<file path="src/rtl/pwm_capture_if.sv">
// Port bundle for pwm_capture: the enable and raw PWM input going in, the
// measured period/high time and the result strobes coming out.
interface pwm_capture_if #(
    parameter int CNT_BITS = 16
);
    logic                enable;
    logic                pwm_in;
    logic [CNT_BITS-1:0] period;
    logic [CNT_BITS-1:0] high_time;
    logic                valid;
    logic                overflow;

    modport master (
        output enable,
        output pwm_in,
        input  period,
        input  high_time,
        input  valid,
        input  overflow
    );

    modport slave (
        input  enable,
        input  pwm_in,
        output period,
        output high_time,
        output valid,
        output overflow
    );
endinterface

</file>
<file path="src/rtl/pwm_capture.sv">
// PWM measurement: synchronises an asynchronous PWM input and reports the
// period and high time of every complete cycle, in clk cycles.
module pwm_capture #(
    parameter int CNT_BITS    = 16,
    parameter int SYNC_STAGES = 2
) (
    input  logic         clk,
    input  logic         reset,
    pwm_capture_if.slave bus
);

    typedef enum logic {
        ARM,
        MEASURE
    } state_t;

    localparam logic [CNT_BITS-1:0] CNT_MAX = '1;
    localparam logic [CNT_BITS-1:0] CNT_ONE = CNT_BITS'(1);

    logic [SYNC_STAGES-1:0] sync_q;
    logic                   pwm_s;
    logic                   pwm_d;
    logic                   rise;

    state_t              state, state_n;
    logic [CNT_BITS-1:0] cnt, cnt_n;
    logic [CNT_BITS-1:0] hi_cnt, hi_cnt_n;
    logic [CNT_BITS-1:0] period_q, period_n;
    logic [CNT_BITS-1:0] high_q, high_n;
    logic                valid_q, valid_n;
    logic                overflow_q, overflow_n;

    // Synchroniser and edge-detect flop run independently of enable.
    always_ff @(posedge clk) begin
        if (reset) begin
            sync_q <= '0;
            pwm_d  <= 1'b0;
        end else begin
            sync_q <= {sync_q[SYNC_STAGES-2:0], bus.pwm_in};
            pwm_d  <= pwm_s;
        end
    end

    assign pwm_s = sync_q[SYNC_STAGES-1];
    assign rise  = pwm_s & ~pwm_d;

    always_comb begin
        // NOTE: every next-value signal is defaulted first so that no branch
        // leaves one unassigned, which would otherwise infer a latch.
        state_n    = state;
        cnt_n      = cnt;
        hi_cnt_n   = hi_cnt;
        period_n   = period_q;
        high_n     = high_q;
        valid_n    = 1'b0;
        overflow_n = 1'b0;

        if (!bus.enable) begin
            // Abort and re-arm; the last published result is kept.
            state_n  = ARM;
            cnt_n    = '0;
            hi_cnt_n = '0;
        end else begin
            case (state)
                ARM: begin
                    if (rise) begin
                        cnt_n    = CNT_ONE;
                        hi_cnt_n = CNT_ONE;
                        state_n  = MEASURE;
                    end
                end
                MEASURE: begin
                    if (rise) begin
                        period_n = cnt;
                        high_n   = hi_cnt;
                        valid_n  = 1'b1;
                        cnt_n    = CNT_ONE;
                        hi_cnt_n = CNT_ONE;
                    end else if (cnt == CNT_MAX) begin
                        overflow_n = 1'b1;
                        state_n    = ARM;
                    end else begin
                        // hi_cnt never passes cnt, so only cnt needs the limit.
                        cnt_n = cnt + CNT_ONE;
                        if (pwm_s) begin
                            hi_cnt_n = hi_cnt + CNT_ONE;
                        end
                    end
                end
            endcase
        end
    end

    always_ff @(posedge clk) begin
        // NOTE: non-blocking assignments make every register load from the
        // values present before the edge, independent of statement order.
        if (reset) begin
            state      <= ARM;
            cnt        <= '0;
            hi_cnt     <= '0;
            period_q   <= '0;
            high_q     <= '0;
            valid_q    <= 1'b0;
            overflow_q <= 1'b0;
        end else begin
            state      <= state_n;
            cnt        <= cnt_n;
            hi_cnt     <= hi_cnt_n;
            period_q   <= period_n;
            high_q     <= high_n;
            valid_q    <= valid_n;
            overflow_q <= overflow_n;
        end
    end

    assign bus.period    = period_q;
    assign bus.high_time = high_q;
    assign bus.valid     = valid_q;
    assign bus.overflow  = overflow_q;

endmodule

</file>
<file path="src/flat_wrapper.sv">
// flat-port wrapper written by rule: the top's interface ports become plain ports
module pwm_capture_flat 
#(
    parameter int CNT_BITS    = 16,
    parameter int SYNC_STAGES = 2
)
  (clk, reset, bus_enable, bus_pwm_in, bus_period, bus_high_time, bus_valid, bus_overflow);
  pwm_capture_if #(.CNT_BITS(CNT_BITS)) bus_i ();
  input  logic clk;
  input  logic reset;
  input wire logic [$bits(bus_i.enable)-1:0] bus_enable;
  input wire logic [$bits(bus_i.pwm_in)-1:0] bus_pwm_in;
  output wire logic [$bits(bus_i.period)-1:0] bus_period;
  output wire logic [$bits(bus_i.high_time)-1:0] bus_high_time;
  output wire logic [$bits(bus_i.valid)-1:0] bus_valid;
  output wire logic [$bits(bus_i.overflow)-1:0] bus_overflow;
  assign bus_i.enable = bus_enable;
  assign bus_i.pwm_in = bus_pwm_in;
  assign bus_period = bus_i.period;
  assign bus_high_time = bus_i.high_time;
  assign bus_valid = bus_i.valid;
  assign bus_overflow = bus_i.overflow;
  pwm_capture #(.CNT_BITS(CNT_BITS), .SYNC_STAGES(SYNC_STAGES)) u_core (.clk(clk), .reset(reset), .bus(bus_i));
endmodule
</file>
<file path="config.mk">
export PLATFORM = sky130hd
export DESIGN_NAME = pwm_capture_flat
export DESIGN_NICKNAME = d
export VERILOG_FILES = /design/src/rtl/pwm_capture_if.sv /design/src/rtl/pwm_capture.sv /design/src/flat_wrapper.sv
export SDC_FILE = /design/constraint.sdc
export NUM_CORES = 1
export LEC_CHECK = 0
export ABC_AREA = 1
export BUFFER_PORTS_ARGS = -buffer_cell sky130_fd_sc_hd__clkbuf_2
export CORE_UTILIZATION = 58
export DETAILED_ROUTE_END_ITERATION = 16
export GPL_TIMING_DRIVEN = 1
export PLACE_DENSITY = 0.79
export SLEW_MARGIN = 20
export SYNTH_ARGS = -nofsm -noshare
export SYNTH_HDL_FRONTEND = slang
export SYNTH_SLANG_ARGS = --single-unit
export TNS_END_PERCENT = 5
</file>
<file path="constraint.sdc">
create_clock -name clk -period 2.25 [get_ports clk]
set_clock_uncertainty 0.2 [all_clocks]
set_input_delay 0.225 -clock clk [delete_from_list [all_inputs] [get_ports clk]]
set_output_delay 0.225 -clock clk [all_outputs]
set_load 0.02 [all_outputs]
</file>
==> results of run 1 <==
==> power breakdown <==
part           switching [mW]  total, mW  internal [mW]
Combinational          0.0684     0.0956         0.0272
Sequential            0.00629       1.25           1.24
Clock                   0.462       1.10          0.640
Total                   0.537       2.45           1.91
==> registers in the layout, summed over array words and instances, names as in the netlist <==
register,cells
u_core.state,1
u_core.cnt,16
u_core.bus.valid,1
u_core.hi_cnt,16
u_core.bus.period,16
u_core.pwm_d,1
u_core.bus.overflow,1
u_core.bus.high_time,16
u_core.sync_q,2
==> cell type report <==
class                   instances  share of cell area [%]
inverters                      45                   4.588
clock inverters                 4                   1.928
repair buffers                 48                   7.314
multi-input cells             340                   42.89
clock buffers                  10                   3.657
well taps                      72                   2.394
flip-flops and latches         70                   37.23
==> worst max-delay path by stage <==
stage                   from               end  cells past startpoint  slack (ns)
2_1_floorplan  u_core.cnt[0]    u_core.cnt[11]                     10        0.40
3_3_place_gp   u_core.cnt[0]    u_core.cnt[13]                     10        0.27
3_5_place_dp   u_core.cnt[0]     u_core.cnt[5]                      9        0.15
4_1_cts        u_core.cnt[0]     u_core.cnt[5]                      9        0.11
5_1_grt        u_core.cnt[0]  u_core.hi_cnt[5]                     10        0.04
6_report       u_core.cnt[0]  u_core.hi_cnt[5]                     10        0.20
==> per-stage QoR <==
step	hold slack [ns]	setup slack, ns	area, µm²	std cells
floorplan	0.09618	0.4015	3307	477
global placement	0.2018	0.2728	3515	572
detailed placement	0.1966	0.1502	3515	572
CTS	0.2090	0.1140	3755	589
global route	0.2256	0.03666	3764	589
finish	0.2079	0.1984	3764	589
==> cell usage after synthesis (5+ instances only) <==
library cell  instances
buf_2                11
dfxtp_1              70
nor3_1                8
nand4_1              13
nor2_2                5
nand2_1              94
nand3_1              42
o21ai_0              42
inv_1                41
nor2_1               64
a21oi_1              52
==> cells in the final DEF, fill, tap and decap left out, drive strengths merged, types with 9 or more instances in the layout <==
| cell | count |
|---|---|
| a21oi | 52 |
| clkbuf | 47 |
| dfxtp | 70 |
| inv | 44 |
| nand2 | 98 |
| nand3 | 45 |
| nand4 | 13 |
| nor2 | 72 |
| nor3 | 9 |
| o21ai | 44 |
==> kinds of logic (layout without fill, tap and decap cells) <==
kind of cell / count (synthesis) / after routing / synth area share, %
buffers and inverters: 67 / 107 / 9.156
adder cells (fa/ha/maj): 2 / 2 / 0.7566
flip-flops: 70 / 70 / 42.38
AND/OR/NAND/NOR: 240 / 240 / 32.50
AO/OA/AOI/OAI: 98 / 98 / 15.21
==> metal layers <==
metal / up-vias / GRT usage (%) / routed length [µm]
li1: 1636 / - / -
met4: 0 / 16.42 / 306
met2: 103 / 50.80 / 4122
met5: - / 0 / 0
met1: 1537 / 32.52 / 3313
met3: 25 / 6.471 / 375
==> worst max-delay path: stages (launching register included) <==
cell and delay (ns):
dfxtp_1 0.42, ha_1 0.20, nand2_1 0.10, nor2_4 0.16, nand2_2 0.09, nor2_2 0.15
o21bai_2 0.11, buf_4 0.20, nand2_2 0.15, nand2_1 0.07, a21oi_1 0.13
==> what timing repair did <==
action,CTS,global route
buffers inserted,0,0
hold buffers,3,0
setup endpoints to repair,0,11
hold endpoints to repair,4,0
gates resized for setup,0,2
==> flow_metrics.py, run 1 <==
metrics = {
    "outcome": {
        "outcome": "completed",
    },
    "job": {
        "cap_violations": 0,
    },
    "worst_setup_path": {
        "rr_worst_depth": 10,
        "r2r_setup_slack_ns": 0.20,
        "required_ns": 2.31,
        "r2r_end": "u_core.hi_cnt[5]",
        "r2r-start": "u_core.cnt[0]",
        "worstSetupPathType": "register to register",
        "crit_path_end_kind": "register",
        "worstPathMaxFanout": 12,
        "crit_arrival_ns": 2.11,
        "crit_path_start_kind": "register",
    },
    "clocking": {
        "clk_transition_reported_paths_ns": 0.07,
        "htreeDepth": 3,
        "cts_root_buf": "clkbuf_8",
        "cts.sinks": 70,
        "clockBufferDepth": 2,
        "cts_tree": "yes",
        "clk_latency_ns": 0.34,
        "cts_made_buffers": 9,
    },
    "sta": {
        "drv_slew": 0,
        "fmax_mhz": 487.4,
        "hold_violations": 0,
        "fin_crit_ns": 2.052,
        "period_share_pct": 91.18,
        "max_slew_margin_pct": 52.05,
        "setup_viol": 0,
        "fin_tns_setup_ns": 0,
        "worstMarginPinSlew_ns": 0.7184,
        "rsz0062_at_grt": "no",
    },
    "placement": {
        "gp_congestion": 0.9152,
        "portBuffers": 37,
        "dp_hpwl_um": 5760,
    },
    "logic_synthesis": {
        "synth_edf_count": 0,
        "netlist_area_mm2": 0.003307,
        "syn_inst": 477,
        "synthArstFlopShare_pct": 0,
        "synth_ff_type": "dfxtp_1",
        "synth_nets": 483,
        "synth_area_leader_cell": "dfxtp_1",
        "yosysUniqueCellTypes": 27,
        "synth_seq_cells": 70,
        "yosys-top-cells-area": "dfxtp_1, nand2_1, a21oi_1",
        "yosysSeqAreaShare_pct": 42.38,
        "avgSynthCellArea_um2": 6.933,
        "synth_top_area_share_pct": 42.38,
        "synth_warnings": 0,
    },
    "cells_and_area": {
        "area.sequential_mm2": 0.001401,
        "final_core_util_pct": 68.35,
        "fillerInstances": 477,
        "multi_input_area_mm2": 0.001614,
        "post_route_cells_drive_above_1_share_pct": 16.25,
        "nets": 520,
        "diodes": 0,
        "syn_to_final_growth_pct": 13.81,
    },
    "worst_hold_path": {
        "hold_end": "u_core.sync_q[1]",
        "hold_path_depth": 2,
        "hp-class": "register to register",
        "hold_start": "u_core.sync_q[0]",
    },
    "routing": {
        "wire_per_inst_um": 13.78,
        "drc_errors": 0,
        "ant_nets": 0,
        "via_per_inst": 5.604,
        "drtPass1Iterations": 4,
        "vias": 3301,
        "drt_iter0_markers": 145,
        "wl_um": 8117,
    },
    "die": {
        "fp.dieH_um": 77.51,
        "pin_count": 38,
        "start_util_pct": 60.05,
        "dieWidth_um": 77.51,
        "core_area_mm2": 0.005507,
        "die_area_mm2": 0.006008,
        "rows": 27,
    },
    "power_and_ir_drop": {
        "cellLeakagePower_nw": 1.452,
        "peakVddDrop_v": 0.0005748,
        "p_per_area_mw_per_mm2": 650.8,
        "power_mw": 2.449,
    },
    "global_route": {
        "overflow": 0,
        "track_usage_pct": 29.10,
        "antenna_found_initial": 0,
        "grt_max_degree": 33,
        "grt_pass1_vias": 3066,
        "grt_pass1_wl_um": 13780,
    },
}
Note: power is estimated with default switching activity, not from simulation.
==> run 2, diff against run 1 <==
==> constraint.sdc (replaced) <==
create_clock -name clk -period 1.93 [get_ports clk]
set_clock_uncertainty 0.2 [all_clocks]
set_input_delay 0.193 -clock clk [delete_from_list [all_inputs] [get_ports clk]]
set_output_delay 0.193 -clock clk [all_outputs]
set_load 0.02 [all_outputs]
==> run 2 against run 1 <==
  * Sequential share of layout area shrank 1.7 points
  * Largest power group unchanged
  * Largest cell class unchanged
  * Highest routed layer unchanged
  * Setup slack got worse by 0.12 ns
  * Critical endpoint is now u_core.hi_cnt[2]
  * First-iteration DRC count is 66% higher
==> flow_metrics.py, run 2 (synthesis results as in run 1) <==
metrics = {
    "power_and_ir_drop": {
        "cellLeakagePower_nw": 1.558,
        "power_mw": 3.040,
        "peakVddDrop_v": 0.0004985,
        "p_per_area_mw_per_mm2": 770.8,
    },
    "cells_and_area": {
        "diodes": 0,
        "fillerInstances": 466,
        "syn_to_final_growth_pct": 19.26,
        "final_core_util_pct": 71.62,
        "nets": 536,
        "layout_commonest_cell": "nand2_1",
        "layout_common_cells": "nand2_1, dfxtp_1, nor2_1, a21oi_1, nand3_1",
        "post_route_cells_drive_above_1_share_pct": 19.44,
    },
    "clocking": {
        "htreeDepth": 3,
        "clockBufferDepth": 2,
        "cts_made_buffers": 9,
        "clk_latency_ns": 0.35,
        "cts_root_buf": "clkbuf_8",
        "cts_tree": "yes",
        "cts.sinks": 70,
        "clk_transition_reported_paths_ns": 0.08,
    },
    "die": {
        "die_area_mm2": 0.006008,
        "pin_count": 38,
        "core_area_mm2": 0.005507,
        "rows": 27,
        "fp.dieH_um": 77.51,
        "dieWidth_um": 77.51,
        "start_util_pct": 60.05,
    },
    "sta": {
        "worstMarginPinSlew_ns": 0.5375,
        "period_share_pct": 95.80,
        "fin_ws_ns": 0.08099,
        "fin_crit_ns": 1.849,
        "rsz0062_at_grt": "yes",
        "hold_violations": 0,
        "setup_viol": 0,
        "drv_slew": 0,
        "fmax_mhz": 540.8,
        "max_slew_margin_pct": 64.12,
        "fin_tns_setup_ns": 0,
    },
    "global_route": {
        "antenna_found_initial": 0,
        "track_usage_pct": 29.86,
        "grt_max_degree": 32,
        "grt_pass1_wl_um": 14030,
        "overflow": 0,
        "grt_pass1_vias": 3011,
    },
    "routing": {
        "drc_errors": 0,
        "vias": 3418,
        "via_per_inst": 5.631,
        "drt_iter0_markers": 241,
        "wire_per_inst_um": 14.28,
        "wl_um": 8666,
        "drtPass1Iterations": 6,
        "ant_nets": 0,
    },
    "worst_setup_path": {
        "crit_arrival_ns": 1.89,
        "crit_path_end_kind": "register",
        "worstPathMaxFanout": 13,
        "crit_path_start_kind": "register",
        "r2r-start": "u_core.cnt[0]",
        "required_ns": 1.97,
        "rr_worst_depth": 9,
        "r2r_end": "u_core.hi_cnt[2]",
        "r2r_setup_slack_ns": 0.08,
        "worstSetupPathType": "register to register",
    },
    "outcome": {
        "outcome": "completed",
    },
    "worst_hold_path": {
        "hold_end": "u_core.bus.period[10]",
        "hold_start": "bus_enable",
        "hp-class": "input pin to register",
        "hold_path_depth": 5,
    },
    "placement": {
        "gp_congestion": 0.9126,
        "portBuffers": 37,
        "pre_cts_ws_ns": 0.1078,
        "dp_hpwl_um": 5920,
    },
    "job": {
        "cap_violations": 0,
    },
}
==> run 2: worst max path at each step <==
stage | startpoint | to | slack [ns] | depth (start not counted)
finish | u_core.cnt[0] | u_core.hi_cnt[2] | 0.08 | 9
global placement | u_core.hi_cnt[0] | u_core.hi_cnt[14] | 0.18 | 9
floorplan | u_core.cnt[0] | u_core.cnt[11] | 0.08 | 10
CTS | u_core.cnt[0] | u_core.hi_cnt[6] | 0.10 | 11
global route | u_core.cnt[1] | u_core.cnt[7] | -0.06 | 10
detailed placement | u_core.cnt[0] | u_core.hi_cnt[6] | 0.11 | 11
==> run 2: per-layer routing <==
metal,vias to the layer above,global-route usage [%],part of all wire (%)
met2,109,51.50,51
li1,1671,-,-
met4,0,15.09,3.4
met3,36,6.353,4.4
met1,1602,34.76,41
met5,-,0,0
==> run 2: stage by stage <==
stage          std cells  hold slack, ns  instance area [µm²]
2_1_floorplan        477         0.06418                 3307
3_3_place_gp         588          0.1970                 3647
3_5_place_dp         588          0.2164                 3647
4_1_cts              607          0.2297                 3921
5_1_grt              607          0.2800                 3944
6_report             607          0.2401                 3944
==> run 2: cell type report <==
type	count	area (µm²)	area share (%)
multi-input combinational	340	1624	41.18
clock buffer	9	123.9	3.141
sequential	70	1401	35.53
timing repair buffer	64	415.4	10.53
tap	72	90.09	2.284
clock inverter	7	120.1	3.046
inverter	45	168.9	4.283
==> run 2: power breakdown <==
part	internal, mW	leakage (nW)	total [mW]	switching, mW
registers	1.45	0.564	1.46	0.00622
clock network	0.865	0.120	1.46	0.591
logic	0.0418	0.874	0.127	0.0854
total	2.36	1.56	3.04	0.682
==> run 2: worst max-delay path: stages (launching register included) <==
cell and delay, ns:
dfxtp_1 0.34, ha_1 0.17, nand2_1 0.08, nor2_2 0.14
nand2_2 0.08, nor2_2 0.19, o21bai_4 0.11, buf_4 0.21
a21oi_1 0.16, nor2_1 0.07
==> run 2: repair_timing <==
item | 4_1_cts | 5_1_grt
hold buffers | 3 | 0
endpoints found under the hold margin | 4 | 0
resized for setup | 0 | 7
endpoints found under the setup margin | 0 | 22
setup buffers | 0 | 0
==> run 3, diff against run 2 <==
--- a/config.mk
+++ b/config.mk
@@ -7,10 +7,10 @@
 export LEC_CHECK = 0
 export ABC_AREA = 1
 export BUFFER_PORTS_ARGS = -buffer_cell sky130_fd_sc_hd__clkbuf_2
-export CORE_UTILIZATION = 58
+export CORE_UTILIZATION = 60
 export DETAILED_ROUTE_END_ITERATION = 16
 export GPL_TIMING_DRIVEN = 1
-export PLACE_DENSITY = 0.79
+export PLACE_DENSITY = 0.82
 export SLEW_MARGIN = 20
 export SYNTH_ARGS = -nofsm -noshare
 export SYNTH_HDL_FRONTEND = slang
==> constraint.sdc (replaced) <==
create_clock -name clk -period 2.3 [get_ports clk]
set_clock_uncertainty 0.2 [all_clocks]
set_input_delay 0.23 -clock clk [delete_from_list [all_inputs] [get_ports clk]]
set_output_delay 0.23 -clock clk [all_outputs]
set_load 0.02 [all_outputs]
==> run 3 against run 2 <==
  * Routed wire length fell by 2.9%
  * Combinational power fell by 27%
  * Via count shrank 3.7%
  * Critical path depth increased by 1
  * Cell count shrank 3.0%
  * Critical endpoint is now u_core.hi_cnt[4]
==> flow_metrics.py, run 3 (synthesis results as in run 1) <==
metrics = {
    "routing": {
        "wl_um": 8415,
        "drtPass1Iterations": 5,
        "ant_nets": 0,
        "vias": 3291,
        "via_per_inst": 5.587,
        "drt_iter0_markers": 305,
        "drc_errors": 0,
        "wire_per_inst_um": 14.29,
    },
    "placement": {
        "pre_cts_ws_ns": 0.2090,
        "dp_hpwl_um": 5819,
        "portBuffers": 37,
        "gp_congestion": 0.9248,
    },
    "cells_and_area": {
        "post_route_cells_drive_above_1_share_pct": 16.57,
        "diodes": 0,
        "layout_commonest_cell": "nand2_1",
        "layout_common_cells": "nand2_1, dfxtp_1, nor2_1, a21oi_1",
        "syn_to_final_growth_pct": 14.04,
        "final_core_util_pct": 72.45,
        "nets": 520,
    },
    "clocking": {
        "clockBufferDepth": 2,
        "cts_made_buffers": 9,
        "cts_root_buf": "clkbuf_8",
        "htreeDepth": 3,
        "cts.sinks": 70,
        "clk_transition_reported_paths_ns": 0.08,
        "cts_tree": "yes",
        "clk_latency_ns": 0.35,
        "postCtsSetupBuffers": 0,
    },
    "sta": {
        "max_slew_margin_pct": 49.91,
        "fin_tns_setup_ns": 0,
        "drv_slew": 0,
        "fin_crit_ns": 2.114,
        "hold-worst-slack_ns": 0.2582,
        "fin_ws_ns": 0.1860,
        "period_share_pct": 91.91,
        "rsz0062_at_grt": "no",
        "setup_viol": 0,
        "worstMarginPinSlew_ns": 0.7505,
        "fmax_mhz": 473.0,
        "hold_violations": 0,
    },
    "die": {
        "die_area_mm2": 0.005813,
        "core_area_mm2": 0.005205,
        "rows": 26,
        "dieWidth_um": 76.24,
        "pin_count": 38,
        "start_util_pct": 63.53,
        "fp.dieH_um": 76.24,
    },
    "global_route": {
        "track_usage_pct": 30.37,
        "grt_max_degree": 41,
        "grt_pass1_wl_um": 14060,
        "antenna_found_initial": 0,
        "grt_pass1_vias": 3081,
        "overflow": 0,
    },
    "worst_setup_path": {
        "crit_start": "u_core.cnt[0]",
        "critPathSlowestCell": "buf_4",
        "required_ns": 2.31,
        "path_cells": "ha_1 > nand2_1 > nor2_2 > nand2_2 > nor2_2 > o21bai_2 > buf_4 > nand2_2 > nand2_1 > a21oi_1",
        "crit_buf_inv": 1,
        "r2r-start": "u_core.cnt[0]",
        "crit_arrival_ns": 2.12,
        "worstSetupPathType": "register to register",
        "crit_path_start_kind": "register",
        "worstPathMaxFanout": 33,
        "critical-path-max-stage-delay_ns": 0.38,
        "crit_path_end_kind": "register",
        "crit_family": "simple AND/OR/NAND/NOR gates",
    },
    "worst_hold_path": {
        "hp-class": "register to register",
        "hold_start": "u_core.sync_q[0]",
    },
    "power_and_ir_drop": {
        "p_per_area_mw_per_mm2": 649.4,
        "peakVddDrop_v": 0.0004420,
        "cellLeakagePower_nw": 1.464,
    },
    "job": {
        "cap_violations": 0,
    },
    "outcome": {
        "outcome": "completed",
    },
}
==> run 3: cell count changes in the layout (fill, tap and decap cells not counted), sizes merged <==
cell	previous run	this run
buf	24	8
clkinvlp	1	0
bufinv	3	2
clkinv	1	3
==> run 3: where the power goes <==
part           total [mW]  internal [mW]  leakage [nW]  switching [mW]
registers            1.22           1.22         0.565         0.00636
clock network        1.13          0.623         0.114           0.509
logic              0.0927         0.0251         0.785          0.0676
==> run 3: tightest hold or removal path: stages (launching register included) <==
cell and delay (ns):
dfxtp_1 0.32, inv_1 0.06, nor2_1 0.04
==> run 3: final timing paths <==
check,endpoint,slack [ns],cells past startpoint
hold / removal,u_core.sync_q[1],0.26,2
setup reg to reg,u_core.hi_cnt[4],0.19,10
setup / recovery,u_core.hi_cnt[4],0.19,10
hold reg to reg,u_core.sync_q[1],0.26,2
==> run 3: area by class of cell <==
cell class                 count  area [µm²]
sequential                    70        1403
clock inverter                 7       103.9
inverter                      45       168.9
tap                           70       87.58
timing repair buffer          48       275.3
multi-input combinational    340        1609
fill                         429        1434
clock buffer                   9       123.9
==> run 3: through the flow <==
step           power [mW]  std cells  cell area, µm²
2_1_floorplan       1.323        477            3307
3_3_place_gp        1.336        570            3512
3_5_place_dp        1.338        570            3512
4_1_cts             2.450        589            3770
5_1_grt             2.519        589            3771
6_report            2.449        589            3771
==> run 3: timing repair <==
action / CTS / global route
gates resized for setup: 0 / 1
hold buffers: 3 / 0
endpoints found under the setup margin: 0 / 5
endpoints found under the hold margin: 4 / 0
==> run 3: routing by layer <==
metal,global-route usage [%],part of all wire [%]
met2,55.41,52
met4,13.46,3.4
met5,0,0
met3,7.425,4.2
met1,33.03,41
